==> config.mk <==
export PLATFORM = sky130hd
export DESIGN_NAME = gcd_unit
export DESIGN_NICKNAME = d
export VERILOG_FILES = /design/src/rtl/gcd_unit.sv
export SDC_FILE = /design/constraint.sdc
export NUM_CORES = 1
export LEC_CHECK = 0
export CAP_MARGIN = 25
export CORE_MARGIN = 4
export CORE_UTILIZATION = 61
export DETAILED_ROUTE_END_ITERATION = 12
export PLACE_DENSITY = 0.87
export SLEW_MARGIN = 20
export SYNTH_ARGS = -nofsm -noshare
export SYNTH_HDL_FRONTEND = slang
export SYNTH_SLANG_ARGS = --single-unit
==> constraint.sdc <==
create_clock -name clk -period 4.21 [get_ports clk]
set_input_delay 0.6315 -clock clk [delete_from_list [all_inputs] [get_ports clk]]
set_output_delay 0.6315 -clock clk [all_outputs]
set_load 0.02 [all_outputs]
==> src/rtl/gcd_unit.sv <==
// Iterative subtractive GCD engine with valid/ready handshakes, abort and zero-operand handling.
// Optional subtraction counter output enabled by defining GCD_ITER_CNT_EN.
module gcd_unit #(
  parameter int WIDTH = 16
) (
  input  logic             clk,
  input  logic             rst_n,
  input  logic             in_valid,
  output logic             in_ready,
  input  logic [WIDTH-1:0] a_in,
  input  logic [WIDTH-1:0] b_in,
  input  logic             abort,
  output logic             out_valid,
  input  logic             out_ready,
  output logic [WIDTH-1:0] gcd_out,
  output logic             zero_err,
`ifdef GCD_ITER_CNT_EN
  output logic [WIDTH-1:0] iter_cnt,
`endif
  output logic             busy
);

  typedef enum logic [1:0] {
    IDLE = 2'd0,
    CALC = 2'd1,
    DONE = 2'd2
  } state_t;

  state_t           state_q, state_d;
  logic [WIDTH-1:0] a_q, a_d;
  logic [WIDTH-1:0] b_q, b_d;
  logic [WIDTH-1:0] gcd_q, gcd_d;
  logic             zerr_q, zerr_d;
`ifdef GCD_ITER_CNT_EN
  logic [WIDTH-1:0] cnt_q, cnt_d;
`endif

  always_ff @(posedge clk or negedge rst_n) begin
    if (!rst_n) begin
      state_q <= IDLE;
      a_q     <= '0;
      b_q     <= '0;
      gcd_q   <= '0;
      zerr_q  <= 1'b0;
`ifdef GCD_ITER_CNT_EN
      cnt_q   <= '0;
`endif
    end else begin
      state_q <= state_d;
      a_q     <= a_d;
      b_q     <= b_d;
      gcd_q   <= gcd_d;
      zerr_q  <= zerr_d;
`ifdef GCD_ITER_CNT_EN
      cnt_q   <= cnt_d;
`endif
    end
  end

  always_comb begin
    state_d = state_q;
    a_d     = a_q;
    b_d     = b_q;
    gcd_d   = gcd_q;
    zerr_d  = zerr_q;
`ifdef GCD_ITER_CNT_EN
    cnt_d   = cnt_q;
`endif
    case (state_q)
      IDLE: begin
        if (in_valid) begin
          a_d = a_in;
          b_d = b_in;
`ifdef GCD_ITER_CNT_EN
          cnt_d = '0;
`endif
          if ((a_in != '0) && (b_in != '0)) begin
            state_d = CALC;
          end else begin
            // With at least one operand zero, OR yields the other operand (or 0).
            gcd_d   = a_in | b_in;
            zerr_d  = (a_in == '0) && (b_in == '0);
            state_d = DONE;
          end
        end
      end
      CALC: begin
        if (abort) begin
          state_d = IDLE;
        end else if (a_q == b_q) begin
          gcd_d   = a_q;
          zerr_d  = 1'b0;
          state_d = DONE;
        end else if (a_q > b_q) begin
          a_d = a_q - b_q;
`ifdef GCD_ITER_CNT_EN
          cnt_d = cnt_q + 1'b1;
`endif
        end else begin
          b_d = b_q - a_q;
`ifdef GCD_ITER_CNT_EN
          cnt_d = cnt_q + 1'b1;
`endif
        end
      end
      DONE: begin
        if (out_ready) begin
          state_d = IDLE;
        end
      end
      default: state_d = IDLE;
    endcase
  end

  assign in_ready  = (state_q == IDLE);
  assign busy      = (state_q == CALC);
  assign out_valid = (state_q == DONE);
  assign gcd_out   = gcd_q;
  assign zero_err  = zerr_q;
`ifdef GCD_ITER_CNT_EN
  assign iter_cnt  = cnt_q;
`endif

endmodule

==> impl_metrics.py, run 1 <==
metrics = {
    "die": {
        "die_x_um": 92.8,
        "start_util_pct": 63.8,
        "core_mm2": 0.00687,
        "die_h_um": 92.8,
        "fp-row-count": 30,
        "io_pins": 57,
        "dieArea_mm2": 0.00860,
    },
    "run_status": {
        "run_status": "completed",
    },
    "clock_network": {
        "insertion_delay_ns": 0.31,
        "path_clk_slew_ns": 0.11,
        "post_cts_resized": 0,
        "holdBufCountCts": 0,
        "root_buffer": "clkbuf_8",
        "cts.sinks": 51,
        "cts_buffer_depth": 2,
        "numCtsBuffers": 5,
        "postCtsSetupRepairBufs": 0,
        "cts_tree": "done",
        "ctsHtreeMaxLevel": 2,
    },
    "worst_setup_path": {
        "crit_fanout": 11,
        "required_ns": 4.40,
        "critPathKind": "reg2reg",
        "worstPathArrival_ns": 3.47,
        "cp-end-kind": "flip-flop",
        "worst_setup_path_start_kind": "flip-flop",
    },
    "placement": {
        "place_ws_ns": 0.920,
        "dp_hpwl_mm": 9.72,
        "port_buffers": 56,
        "place_congestion": 0.997,
    },
    "logic_synthesis": {
        "synth_common_cells": "o21ai_0, dfrtp_1, nand2_1",
        "synth_top_area_share_pct": 29.1,
        "synth_cell_type_count": 58,
        "syn_area_mm2": 0.00438,
        "synth_top_cell_by_area": "dfrtp_1",
        "ys.flop_type": "dfrtp_1",
        "yosysSeqAreaShare_pct": 29.1,
        "syn_area_per_cell_um2": 8.54,
        "synthArstFlopShare_pct": 100,
        "synth_edf_count": 0,
        "synth_nets": 583,
        "yosys.cell_count.top_type": "o21ai_0",
        "yosys_warnings": 0,
        "syn_inst": 513,
        "netlist_top_cells_area": "dfrtp_1, ha_1, o21ai_0",
        "ys_ff_latch": 51,
    },
    "finish": {
        "seq_area_mm2": 0.00128,
        "syn_to_final_growth_pct": 14.1,
        "layout-drive-gt1-share_pct": 10.6,
        "nNetsFinal": 618,
        "multi_input_area_mm2": 0.00280,
        "final_util_pct": 72.8,
        "nFillCells": 529,
        "antenna_cells": 0,
    },
    "detailed_routing": {
        "first_iter_violations": 323,
        "dr.pass1.iters": 5,
        "route.met3.wl_mm": 1.03,
        "drtAntennaViolNets": 0,
        "wl_mm": 12.6,
        "top_layer_used": "met4",
        "drc": 0,
        "met2WireLength_mm": 5.68,
        "via_per_inst": 6.29,
        "wire_per_inst_um": 19.5,
        "wl_met1_mm": 5.62,
        "vias": 4051,
    },
    "grt": {
        "grt_first_pass_wirelength_mm": 20.6,
        "track_usage_pct": 30.3,
        "grt_pass1_vias": 3911,
        "overflow": 0,
        "grt_antenna_before_repair": 0,
        "grt_max_degree": 89,
    },
    "power_and_ir_drop": {
        "powerDensity_mw_per_mm2": 928,
        "combPwrFrac_pct": 74.1,
        "pwr-share-clk_pct": 6.3,
        "pwr-share-seq_pct": 19.6,
        "p_sw_share_pct": 51.7,
        "ir_worst_vdd_mv": 0.712,
        "power_leakage_uw": 0.00217,
        "intPower_uw": 2240,
        "p_sw_uw": 2400,
    },
    "sta": {
        "worst_pin_slew_ns": 0.814,
        "setup_viol": 0,
        "setup_ws_ns": 0.934,
        "finalClockSkew_ns": 0.0144,
        "slew_headroom_pct": 45.2,
        "drv_slew": 0,
        "tns_ns": 0,
        "fin_crit_sh_pct": 77.8,
        "finalHoldViolations": 0,
        "rsz0062_at_grt": "false",
        "period_minus_slack_ns": 3.28,
        "fmax_mhz": 305,
    },
    "run": {
        "cap_violations": 0,
    },
    "worst_hold_path": {
        "hp-class": "in2async",
    },
}
## power groups by stage
stage	registers, uW	clock network [uW]	logic, uW
2_1_floorplan	970	0	2450
3_3_place_gp	902	0	3310
3_5_place_dp	921	0	3360
4_1_cts	910	294	3380
5_1_grt	942	310	3770
6_report	909	292	3440
## layout by cell type (no fill, tap or decap), types with 3 or more instances in the layout
cell type	Yosys	final
o21a_1	11	11
or3_1	5	5
clkbuf_8	0	5
a21oi_1	33	33
nand2_1	41	41
nor2_1	29	29
nor3_1	10	10
nand2b_1	11	10
mux2i_1	9	9
o31a_1	3	3
o21ai_0	68	68
mux2_2	26	26
dfrtp_1	51	51
buf_4	5	5
nand4_1	10	10
o31ai_1	3	3
nor4_1	8	8
inv_1	34	34
a31oi_1	4	4
mux2_4	9	9
a21o_1	6	6
o211ai_1	10	10
nand3_1	16	16
clkdlybuf4s50_1	0	55
ha_1	31	31
xor2_1	13	13
## layer usage
layer	GRT usage [%]	vias to the layer above
met3	4.22	18
met2	46.9	200
met1	44.0	1934
li1	-	1899
met4	8.79	0
met5	0	-
## area by class of cell
class                           count  share of cell area, %
Tap cell                           96                   2.40
Clock inverter                      2                  0.275
Inverter                           35                   2.63
Clock buffer                        5                   1.38
Sequential cell                    51                   25.5
Timing Repair Buffer               61                   11.9
Multi-Input combinational cell    394                   55.9
## kinds of logic (layout without fill, tap and decap cells)
kind of cell               after synthesis  in the layout  synth area share (%)
DFF                                     51             51                  29.1
muxes                                   46             46                  12.3
adders and majority gates               33             33                  9.77
xor gates and xnor gates                15             15                  3.00
AOI/OAI and AO/OA                      157            157                  22.2
and+or+nand+nor                        143            143                  16.4
buffers and inverters                   68            103                  7.14
## sequential cells by signal, summed over array words and instances (netlist names)
register  cells
a_q          16
b_q          16
gcd_out      16
state_q       2
zero_err      1
## through the flow
| stage | cell area [um^2] | power, uW | hold WS, ns | instances |
|---|---|---|---|---|
| final | 5000 | 4640 | 0.429 | 644 |
| after global routing | 5000 | 5020 | 0.502 | 644 |
| after CTS | 5000 | 4590 | 0.461 | 644 |
| after detailed placement | 4920 | 4280 | 0.495 | 637 |
| after global placement | 4920 | 4210 | 0.490 | 637 |
| after floorplan | 4380 | 3420 | 0.336 | 513 |
## worst max-delay path, stage by stage (launching register included)
cell,delay [ns]
dfrtp_1,0.38
inv_1,0.07
ha_1,0.53
nand4_4,0.20
or4_4,0.65
nand2_4,0.10
o21ai_2,0.07
a211oi_4,0.50
buf_4,0.32
mux2_4,0.32
## path summary, 6_finish.rpt
path                                              from                     end  slack (ns)  depth (start not counted)
worst min register to register  gcd_out[2]$_DFFE_PN0P_  gcd_out[2]$_DFFE_PN0P_        0.51                          1
max in group asynchronous                        rst_n      b_q[1]$_DFFE_PN0P_        3.33                          2
min in group clk                gcd_out[2]$_DFFE_PN0P_  gcd_out[2]$_DFFE_PN0P_        0.51                          1
worst min-delay path                             rst_n     b_q[13]$_DFFE_PN0P_        0.43                          2
worst max register to register     a_q[10]$_DFFE_PN0P_  gcd_out[9]$_DFFE_PN0P_        0.93                          9
worst max-delay path               a_q[10]$_DFFE_PN0P_  gcd_out[9]$_DFFE_PN0P_        0.93                          9
Power figures use the tool's default switching activity.
==> run 2: changes to the inputs <==
--- a/config.mk
+++ b/config.mk
@@ -7,9 +7,9 @@
 export LEC_CHECK = 0
 export CAP_MARGIN = 25
 export CORE_MARGIN = 4
-export CORE_UTILIZATION = 61
+export CORE_UTILIZATION = 51
 export DETAILED_ROUTE_END_ITERATION = 12
-export PLACE_DENSITY = 0.87
+export PLACE_DENSITY = 0.78
 export SLEW_MARGIN = 20
 export SYNTH_ARGS = -nofsm -noshare
 export SYNTH_HDL_FRONTEND = slang
==> constraint.sdc (replaced) <==
create_clock -name clk -period 2.7 [get_ports clk]
set_input_delay 0.405 -clock clk [delete_from_list [all_inputs] [get_ports clk]]
set_output_delay 0.405 -clock clk [all_outputs]
set_load 0.02 [all_outputs]
==> impl_metrics.py, run 2 (synthesis results as in run 1) <==
metrics = {
    "run_status": {
        "run_status": "completed",
    },
    "sta": {
        "setup_ws_ns": 0.0528,
        "finalClockSkew_ns": 0.0111,
        "setup_viol": 0,
        "holdWs_ns": 0.0360,
        "finalHoldViolations": 0,
        "fmax_mhz": 378,
        "slew_headroom_pct": 49.6,
        "period_minus_slack_ns": 2.65,
        "drv_slew": 0,
        "fin_crit_sh_pct": 98.0,
        "worst_pin_slew_ns": 0.756,
    },
    "clock_network": {
        "path_clk_slew_ns": 0.11,
        "holdBufCountCts": 0,
        "cts.sinks": 51,
        "insertion_delay_ns": 0.32,
        "root_buffer": "clkbuf_8",
        "numCtsBuffers": 5,
        "cts_tree": "done",
        "ctsHtreeMaxLevel": 2,
        "cts_buffer_depth": 2,
    },
    "grt": {
        "grt_pass1_vias": 4147,
        "grt_first_pass_wirelength_mm": 21.7,
        "grt_max_degree": 89,
        "track_usage_pct": 27.3,
        "overflow": 0,
        "grt_antenna_before_repair": 0,
    },
    "power_and_ir_drop": {
        "intPower_uw": 4420,
        "pwr-share-seq_pct": 16.9,
        "p_sw_uw": 4110,
        "powerDensity_mw_per_mm2": 1510,
        "combPwrFrac_pct": 76.0,
        "ir_worst_vdd_mv": 0.697,
        "power_leakage_uw": 0.00247,
        "pwr-share-clk_pct": 7.0,
        "p_sw_share_pct": 48.1,
    },
    "die": {
        "io_pins": 57,
        "start_util_pct": 52.8,
        "core_mm2": 0.00830,
        "dieArea_mm2": 0.0101,
        "die_h_um": 101,
        "fp-row-count": 33,
        "die_x_um": 101,
    },
    "finish": {
        "antenna_cells": 0,
        "mostFrequentLayoutCell": "o21ai_0",
        "layout_common_cells": "o21ai_0, clkdlybuf4s50_1, buf_4, dfrtp_1, nand2_1",
        "nFillCells": 662,
        "syn_to_final_growth_pct": 28.9,
        "layout-drive-gt1-share_pct": 20.6,
        "nNetsFinal": 671,
        "seq_area_mm2": 0.00128,
        "multi_input_area_mm2": 0.00292,
    },
    "worst_setup_path": {
        "critPathKind": "reg2reg",
        "path_cells": "inv_1 -> ha_4 -> nand4_1 -> or4_4 -> nand2_4 -> o21ai_2 -> a211oi_4 -> buf_12 -> clkbuf_16 -> mux2_2",
        "worstPathArrival_ns": 2.86,
        "startpoint": "a_q[7]$_DFFE_PN0P_",
        "r2r-end": "gcd_out[15]$_DFFE_PN0P_",
        "worst_setup_path_start_kind": "flip-flop",
        "cp_slowest_cell": "or4_4",
        "crit_fanout": 5,
        "reg2reg_slack_ns": 0.05,
        "required_ns": 2.92,
        "r2r_cells": 10,
        "r2r_start": "a_q[7]$_DFFE_PN0P_",
        "cp-end-kind": "flip-flop",
        "max_stage_delay_ns": 0.57,
    },
    "detailed_routing": {
        "dr.pass1.iters": 5,
        "drtAntennaViolNets": 0,
        "via_per_inst": 6.11,
        "wire_per_inst_um": 19.7,
        "drc": 0,
        "first_iter_violations": 294,
        "vias": 4321,
        "wl_mm": 13.9,
    },
    "placement": {
        "place_ws_ns": -0.0412,
        "place_congestion": 0.955,
        "dp_hpwl_mm": 10.5,
        "port_buffers": 56,
    },
    "worst_hold_path": {
        "hp-class": "in2async",
    },
    "run": {
        "cap_violations": 0,
    },
}
[run 2: changes by cell type in the layout (fill, tap and decap cells not counted), moves of 2 or more]
cell | before | now
buf_12 | 0 | 3
buf_4 | 5 | 53
clkbuf_16 | 0 | 2
ha_1 | 31 | 21
ha_4 | 0 | 9
[run 2: power groups by stage]
stage	clock network [uW]	registers, uW	logic, uW
2_1_floorplan	0	1510	3810
3_3_place_gp	0	1410	5850
3_5_place_dp	0	1430	5930
4_1_cts	618	1420	5970
5_1_grt	640	1490	7060
6_report	600	1450	6480
[run 2: critical path: cells and delay by family, from the launching register on]
kind | cells | cell delay (ns)
simple gates | 3 | 0.79
buf+inv | 3 | 0.42
flops | 1 | 0.39
compound gates | 2 | 0.33
mux | 1 | 0.32
fa+ha+maj | 1 | 0.30
[run 2: area by class of cell]
cell class              instances  area share (%)
flip-flops and latches         51            22.6
clock inverters                 2           0.687
clock buffers                   6            1.46
well taps                     105            2.33
inverters                      35            2.33
multi-input cells             394            51.8
repair buffers                114            18.8
[run 2: stage by stage]
stage | util (%) | cells | TNS (ns) | power, uW | area, um^2
global placement | 63.3 | 686 | -0.110 | 7260 | 5250
finish | 68.0 | 707 | 0 | 8530 | 5650
detailed placement | 63.3 | 686 | -0.218 | 7360 | 5250
global route | 68.0 | 707 | -0.0149 | 9190 | 5650
CTS | 64.8 | 694 | 0 | 8010 | 5370
floorplan | - | 513 | 0 | 5330 | 4380
[run 2: worst max-delay path by stage]
stage                              end  cells after the start  slack [ns]
2_1_floorplan  gcd_out[10]$_DFFE_PN0P_                     11        0.02
3_3_place_gp    gcd_out[4]$_DFFE_PN0P_                      9       -0.02
3_5_place_dp    gcd_out[4]$_DFFE_PN0P_                      9       -0.04
4_1_cts         gcd_out[4]$_DFFE_PN0P_                      9       0.008
5_1_grt        gcd_out[12]$_DFFE_PN0P_                     10      -0.005
6_report       gcd_out[15]$_DFFE_PN0P_                     10        0.05
[run 2: repair_timing]
| action | CTS | global route |
|---|---|---|
| setup endpoints to repair | 0 | 38 |
| setup buffers | 0 | 11 |
| gates resized for setup | 0 | 17 |
[run 2: routing by layer]
metal  GRT usage, %  vias to the layer above  part of all wire, %  routed length, um
li1               -                     2016                    -                  -
met1           40.0                     2066                   44               6090
met2           41.8                      207                   45               6210
met3           4.01                       32                  9.2               1280
met4           7.77                        0                  2.5                347
met5              0                        -                    0                  0
